File: config.mk
export PLATFORM = sky130hd
export DESIGN_NAME = pipelined_scan_mux
export DESIGN_NICKNAME = d
export VERILOG_FILES = /design/src/rtl/mux_pkg.sv /design/src/rtl/scan_index_counter.sv /design/src/rtl/pipelined_scan_mux.sv
export SDC_FILE = /design/constraint.sdc
export NUM_CORES = 1
export LEC_CHECK = 0
export ABC_AREA = 1
export BUFFER_PORTS_ARGS = -buffer_cell sky130_fd_sc_hd__buf_2
export CAP_MARGIN = 10
export CORE_ASPECT_RATIO = 0.9
export CORE_MARGIN = 8
export CORE_UTILIZATION = 44
export CTS_CLUSTER_DIAMETER = 200
export DETAILED_ROUTE_END_ITERATION = 12
export PLACE_DENSITY = 0.9
export SETUP_SLACK_MARGIN = 0.4
export SLEW_MARGIN = 15
export SYNTH_ARGS = -nofsm -noshare
export SYNTH_HDL_FRONTEND = slang
export SYNTH_SLANG_ARGS = --single-unit
File: constraint.sdc
create_clock -name Clock -period 1.9 [get_ports Clock]
set_clock_uncertainty 0.1 [all_clocks]
set_input_delay 0.285 -clock Clock [delete_from_list [all_inputs] [get_ports Clock]]
set_output_delay 0.285 -clock Clock [all_outputs]
set_load 0.01 [all_outputs]
File: src/rtl/mux_pkg.sv
// ---------------------------------------------------------------------------
// mux_pkg
//   Shared definitions for the pipelined scan multiplexer family.
//   - MODE_DIRECT / MODE_SCAN : encodings of the Mode input
//   - clog2()                 : ceiling log2, used to size select fields
// ---------------------------------------------------------------------------
package mux_pkg;

   localparam logic MODE_DIRECT = 1'b0;
   localparam logic MODE_SCAN   = 1'b1;

   // Smallest r with 2**r >= n; clog2(1) is 0, clog2(5) is 3, clog2(32) is 5.
   function automatic int clog2(input int n);
      int r;
      r = 0;
      while ((1 << r) < n) begin
         r = r + 1;
      end
      return r;
   endfunction

endpackage

File: src/rtl/scan_index_counter.sv
// ---------------------------------------------------------------------------
// scan_index_counter
//   Channel index for scan mode. Walks 0..CHANNELS-1 one position per step
//   and wraps to 0. Held at 0 while clear is high, so every entry into scan
//   mode starts at channel 0.
// Ports
//   Clock    in   rising-edge clock
//   Reset_n  in   asynchronous active-low reset (index -> 0)
//   clear    in   force index to 0 (direct mode)
//   step     in   advance index (accepted transfer in scan mode)
//   index    out  current index
//   last     out  index is CHANNELS-1; the next step wraps
// ---------------------------------------------------------------------------
module scan_index_counter
   import mux_pkg::*;
#(
   parameter int CHANNELS = 32,
   parameter int SEL_W    = clog2(CHANNELS)
) (
   input  logic             Clock,
   input  logic             Reset_n,
   input  logic             clear,
   input  logic             step,
   output logic [SEL_W-1:0] index,
   output logic             last
);

   localparam logic [SEL_W-1:0] LAST_IDX = SEL_W'(CHANNELS - 1);

   assign last = (index == LAST_IDX);

   always_ff @(posedge Clock or negedge Reset_n) begin
      if (!Reset_n) begin
         index <= '0;
      end else if (clear) begin
         index <= '0;
      end else if (step) begin
         // Explicit wrap: CHANNELS need not be a power of two.
         index <= last ? '0 : index + 1'b1;
      end
   end

endmodule

File: src/rtl/pipelined_scan_mux.sv
// ---------------------------------------------------------------------------
// pipelined_scan_mux
//   CHANNELS:1 selector of WIDTH-bit words with a registered output stage
//   and a valid/ready handshake on both sides. The channel comes from Sel
//   (direct mode) or from an internal wrapping index (scan mode).
// Ports
//   Clock     in   rising-edge clock
//   Reset_n   in   asynchronous active-low reset
//   Enable    in   0 blocks new transfers (InReady = 0); output still drains
//   Mode      in   MODE_DIRECT: channel = Sel; MODE_SCAN: channel = scan index
//   Sel       in   channel index used in direct mode
//   MuxIn     in   flat inputs; channel k = MuxIn[k*WIDTH +: WIDTH]
//   InValid   in   producer offers a capture request
//   InReady   out  stage can capture this cycle (combinational)
//   MuxOut    out  registered selected word (0 on a direct-mode range error)
//   OutSel    out  index that produced MuxOut
//   OutLast   out  MuxOut came from index CHANNELS-1 in scan mode
//   OutErr    out  direct-mode Sel was >= CHANNELS
//   OutValid  out  output word and flags are valid
//   OutReady  in   consumer takes the current output
//
// Handshake: a transfer happens on a rising edge where valid && ready are
// both high. A producer holding valid must keep its payload stable until
// the transfer; the output side holds MuxOut/OutSel/OutLast/OutErr/OutValid
// stable while OutValid && !OutReady. InReady = Enable && (!OutValid ||
// OutReady), so a new word may replace one being taken in the same cycle
// (one word per cycle at full throughput).
// ---------------------------------------------------------------------------
module pipelined_scan_mux
   import mux_pkg::*;
#(
   parameter int WIDTH    = 8,
   parameter int CHANNELS = 32,
   parameter int SEL_W    = clog2(CHANNELS)
) (
   input  logic                      Clock,
   input  logic                      Reset_n,
   input  logic                      Enable,
   input  logic                      Mode,
   input  logic [SEL_W-1:0]          Sel,
   input  logic [CHANNELS*WIDTH-1:0] MuxIn,
   input  logic                      InValid,
   output logic                      InReady,
   output logic [WIDTH-1:0]          MuxOut,
   output logic [SEL_W-1:0]          OutSel,
   output logic                      OutLast,
   output logic                      OutErr,
   output logic                      OutValid,
   input  logic                      OutReady
);

   logic             accept;
   logic [SEL_W-1:0] scanIndex;
   logic             scanLast;
   logic [SEL_W-1:0] idx;
   logic             inRange;
   logic [WIDTH-1:0] word;

   assign InReady = Enable && (!OutValid || OutReady);
   assign accept  = InValid && InReady;

   scan_index_counter #(
      .CHANNELS (CHANNELS),
      .SEL_W    (SEL_W)
   ) uScanIndex (
      .Clock   (Clock),
      .Reset_n (Reset_n),
      .clear   (Mode == MODE_DIRECT),
      .step    (accept && (Mode == MODE_SCAN)),
      .index   (scanIndex),
      .last    (scanLast)
   );

   // Word select. Sel can encode more values than there are channels when
   // CHANNELS is not a power of two; those read as 0 rather than off the
   // end of MuxIn.
   always_comb begin
      idx     = (Mode == MODE_SCAN) ? scanIndex : Sel;
      inRange = (32'(idx) < CHANNELS);
      word    = '0;
      if (inRange) begin
         word = MuxIn[32'(idx)*WIDTH +: WIDTH];
      end
   end

   // Output register. Data fields only change on an accept; when the
   // consumer drains without a new accept only OutValid falls.
   always_ff @(posedge Clock or negedge Reset_n) begin
      if (!Reset_n) begin
         MuxOut   <= '0;
         OutSel   <= '0;
         OutLast  <= 1'b0;
         OutErr   <= 1'b0;
         OutValid <= 1'b0;
      end else if (accept) begin
         MuxOut   <= word;
         OutSel   <= idx;
         OutLast  <= (Mode == MODE_SCAN) && scanLast;
         OutErr   <= (Mode == MODE_DIRECT) && !inRange;
         OutValid <= 1'b1;
      end else if (OutReady) begin
         OutValid <= 1'b0;
      end
   end

endmodule

# After elaboration in Yosys (flattened, before gate mapping)
# Index checks and enable logic that the tools add are counted.
# Widths: inputs -> output; s select.
op_classes:
  mux: 6
  n_shift: 1
  n_eq_ne: 2
  add_sub_neg: 1
  reduce_logical: 7
ops:
  columns: ["op", "count"]
  rows:
  - ["$shiftx 256x9->8", 1]
  - ["$mux 5", 4]
  - ["$add 5x1->5 const B", 1]
  - ["$eq 5x5->1 const B", 1]
  - ["$logic_and 1x1->1", 4]
  - ["$mux 1", 2]
  - ["$ne 2x1->1 const B", 1]
  - ["$reduce_bool 2->1", 1]
  - ["$logic_not 1->1", 1]
  - ["$logic_or 1x1->1", 1]
totals:
  ff_bits: 20
  output_inout_bits: 17
  wordCells: 22
  inputBits: 267

# Depth between registers and ports, before layout
depth:
  word_depth: 7
  depth_mapped: 12
  depth_no_buf: 10

# Modules after synthesis
# A second synthesis with hierarchy kept.
unflattened:
  hier_cells: 916
  hier_area_um2: 4514.3
modules_own_cells:
  columns: ["module", "cells_each", "n_inst", "area_each_um2", "seq_area_each_um2"]
  rows:
  - ["pipelined_scan_mux", 877, 1, 4225.3, 375.4]
  - ["scan_index_counter", 39, 1, 289.0, 125.1]

# Worst setup path after synthesis
# No wires, ideal clock.
synth_path:
  kind: "flip-flop to flip-flop"
  from: "register uScanIndex.index[0]"
  to: "register MuxOut[7]"
  arrival_time_ns: 1.425
  setup_time_ns: 0.124
  path_slack_ns: 0.251
  synth_period_minus_slack_ns: 1.649
  path_buffers: 2
  path_stages_with_launch: 11
  required_ns: 1.676
  cell_sequence: "dfrtp_1 -> nand2_1 -> buf_2 -> buf_1 -> nand3_1 -> nand3_1 -> nand3_1 -> nand3_1 -> nand2_1 -> nand2_1 -> nand3_1"
synth_via:
  elab_chain_cells: 2
synth_lines:
  columns: ["element", "line_no", "rtl"]
  rows:
  - ["start, declared", "scan_index_counter.sv:24", "output logic [SEL_W-1:0] index,"]
  - ["start signal, assigned", "scan_index_counter.sv:39", "index <= last ? '0 : index + 1'b1;"]
  - ["$mux 5", "pipelined_scan_mux.sv:78", "idx = (Mode == MODE_SCAN) ? scanIndex : Sel;"]
  - ["$shiftx 256x9->8", "pipelined_scan_mux.sv:82", "word = MuxIn[32'(idx)*WIDTH +: WIDTH];"]
  - ["end signal, assigned", "pipelined_scan_mux.sv:96", "MuxOut <= word;"]
  - ["end, declared", "pipelined_scan_mux.sv:44", "output logic [WIDTH-1:0] MuxOut,"]
# Every way passes these cells.
# A chain may end at the register's enable or synchronous reset.

# Worst setup path in the final report
layout_path:
  from: "register uScanIndex.index[0]"
  to: "register uScanIndex.index[0]"
layout_via:
  elab_chain_cells: 4
  elab_cells_between_ends: 5
  cone_classes: "1 x add/sub; 1 x eq/ne; 3 x mux"
layout_lines:
  columns: ["element", "line_no", "rtl"]
  rows:
  - ["$add 5x1->5 / $eq 5x5->1 (equally long branches)", "scan_index_counter.sv:39, scan_index_counter.sv:30", null]
  - ["$mux 5 *", "scan_index_counter.sv:39", null]
  - ["$mux 5 *", "scan_index_counter.sv:37", "end else if (step) begin"]
  - ["$mux 5 *", "scan_index_counter.sv:35", "end else if (clear) begin"]
# Mark *: on every way between the ends. The rest lies on a longest branch, timed or not. The select of a mux whose other input is x is not followed.

==> out/results.tsv <==
metric	value	unit
Pwr Density	396	nW/µm²
Die Area	13500	µm²
row count	34	
# diodes	0	
RSZ-0062 raised after global routing	true	
DRT Pass-1 Iters	5	
setup_tns	0	ns
CP Class	reg2reg	
minimum hold slack	0.116	ns
layout cells sized above 1	30.6	%
vias per cell	5.20	
final net count	1447	
# clock sinks	20	
crit path cell chain	buf_4 > buf_6 > ha_2 > nand2_1 > nor2_1 > ha_1 > inv_2 > nand3_2 > a22oi_2	
drt total wl	22100	µm
Netlist Area Pre-Place	4400	µm²
critical path's top delay family	flip-flops	
Hold Crit Class	in2reg	
number of global-route vias before repair	6286	
wire length of the first global-routing pass	31000	µm
#FFs+latches synth	20	
Mapped Nets	1171	
total power	2.65	mW
Max-Slew Margin vs Limit	66.0	%
die height	111	µm
CTS Buffer Depth	2	
Cells after DPL	1276	
Worst Path Max Fanout	3	
Initial Util	45.4	%
status	completed	
grt total ovfl	0	
final hold violation count	0	
Die X	121	µm
DR iter-0 viols	809	
Syn Area/Cell	4.88	µm²
final number of max-transition violations	0	
peak supply drop	267	µV
CP arrival	1.85	ns
Routability Congestion	0.905	
CTS root buffer	clkbuf_8	
drt drc	0	
fmax	566	MHz
CP peak stage delay	0.47	ns
clock-pin slew on the worst setup and hold paths	0.08	ns
antenna-violating nets left	0	
final worst-path cycle share	93.1	%
Wirelength per Cell	17.0	µm
Tot GR Track Use	28.2	%
yosys warns	0	
Tightest Pin Transition	0.510	ns
Port Buf Inserts	282	
Final Instance Count excl. Fillers	1303	
Final setup violation count	0	
largest net degree at the start of global routing	50	
Num CTS Buffers	3	
initial antenna violation count	0	
Final min period	1.77	ns
leakage	4.34	nW
CP Data Required Time	1.98	ns
total core area	9700	µm²
fillers	914	
Detailed Place HPWL	16100	µm
DR vias	6771	
CP Launch Type	register	
Ports	284	
synthesis-to-layout area growth	51.9	%
clk_lat worst skew	0.26	ns
post-synthesis instance total	902	
Slowest cell on crit path	dfrtp_2	
CTS tree	built	
Buf+Inv Stages, Crit Path	3	
H-tree lvl count	1	
Netlist cell types	23	
Maximum Capacitance Violations	0	
post-synthesis sequential area ratio	11.4	%
CP endpoint kind	register	
## logic make-up (layout without fill, tap and decap cells)
logic type	count (synthesis)	count (layout)	share of synthesized area, %
compound gates	18	18	2.42
simple gates	558	560	57.9
buf+inv	302	575	27.5
other cells	1	1	0.0851
flops	20	20	11.4
fa+ha+maj	2	2	0.568
xor+xnor	1	1	0.199
## cells in the final DEF (no fill, tap or decap), types with 2 or more instances in the layout
cell type,count
buf_2,282
nand3_1,279
inv_1,239
nand2_1,238
nand3b_1,24
dfrtp_1,19
buf_4,14
buf_12,13
clkbuf_16,11
o21ai_0,7
nand3_2,6
nand2_4,4
clkbuf_8,4
buf_16,4
nand2_2,3
inv_2,3
nand2_8,3
a21oi_1,3
nor2_1,2
o21ai_4,2
buf_6,2
## routing by layer
metal  up-vias  global-route usage [%]  wire length, µm
li1       3305                       -                -
met1      2974                    35.4             8520
met2       432                    46.2            10300
met3        60                    5.40             2580
met4         0                    10.9              704
met5         -                       0                0
## worst reg2reg max path, stage by stage, from the launching register on
cell and delay (ns):
dfrtp_2 0.47, buf_4 0.15, buf_6 0.11, ha_2 0.18
nand2_1 0.08, nor2_1 0.05, ha_1 0.18, inv_2 0.09
nand3_2 0.11, a22oi_2 0.17
## state kept, by name, indices dropped and copies added (netlist names)
signal,count
MuxOut,8
OutLast,1
OutSel,5
OutValid,1
uScanIndex.index,5
## final cells by class
class	instances	area (µm²)	area share [%]
flip-flops and latches	20	502	7.50
well taps	126	158	2.36
inverters	243	915	13.7
repair buffers	328	2210	33.0
multi-input cells	582	2850	42.6
clock buffers	4	55.1	0.823
## power by group
group          switching, mW  internal [mW]
sequential            0.0503          0.490
clock                  0.147          0.185
combinational          0.977          0.800
## Yosys cell counts
| cell type | instances | area [µm²] |
|---|---|---|
| o31ai_1 | 1 | 7.51 |
| dfrtp_1 | 20 | 500 |
| buf_1 | 3 | 11.3 |
| buf_2 | 38 | 190 |
| ha_1 | 2 | 25.0 |
| conb_1 | 1 | 3.75 |
| inv_1 | 241 | 905 |
| o21ai_0 | 8 | 40.0 |
| buf_4 | 8 | 60.1 |
| nand2_2 | 2 | 12.5 |
| a21oi_1 | 4 | 20.0 |
| nor2_1 | 2 | 7.51 |
| or2_1 | 1 | 6.26 |
| clkbuf_1 | 10 | 37.5 |
| o22ai_1 | 1 | 6.26 |
| o21a_1 | 1 | 7.51 |
| nand2_1 | 244 | 916 |
| xor2_1 | 1 | 8.76 |
| o21ai_2 | 2 | 17.5 |
| nand3b_1 | 24 | 180 |
| nand3_1 | 285 | 1430 |
| inv_2 | 2 | 7.51 |
| a22oi_1 | 1 | 7.51 |
## stage by stage
| step | util (%) | area (µm²) | setup WS [ns] |
|---|---|---|---|
| after floorplan | - | 4490 | 0.390 |
| after global placement | 62.2 | 6040 | 0.0559 |
| after detailed placement | 62.2 | 6040 | 0.0214 |
| after CTS | 64.8 | 6280 | 0.196 |
| after global routing | 69.0 | 6690 | 0.0768 |
| final | 69.0 | 6690 | 0.132 |
## timing repair
action                                  CTS  global route
pin swaps                                 2             5
endpoints found under the hold margin    20             0
resized for setup                        18            18
hold buffers                              1             0
setup buffers                             1             3
cloned                                    4            14
endpoints found under the setup margin   11            14
## final timing paths
kind / start / to / slack, ns / cells after the start
min: OutReady / OutValid / 0.12 / 2
max: uScanIndex.index[0] / uScanIndex.index[0] / 0.13 / 9
max reg2reg: uScanIndex.index[0] / uScanIndex.index[0] / 0.13 / 9
max in group asynchronous: Reset_n / uScanIndex.index[0] / 0.96 / 2
min in group asynchronous: Reset_n / OutLast / 0.40 / 2
min reg2reg: OutSel[2] / OutSel[2] / 0.40 / 2
Note: power is estimated with default switching activity, not from simulation.
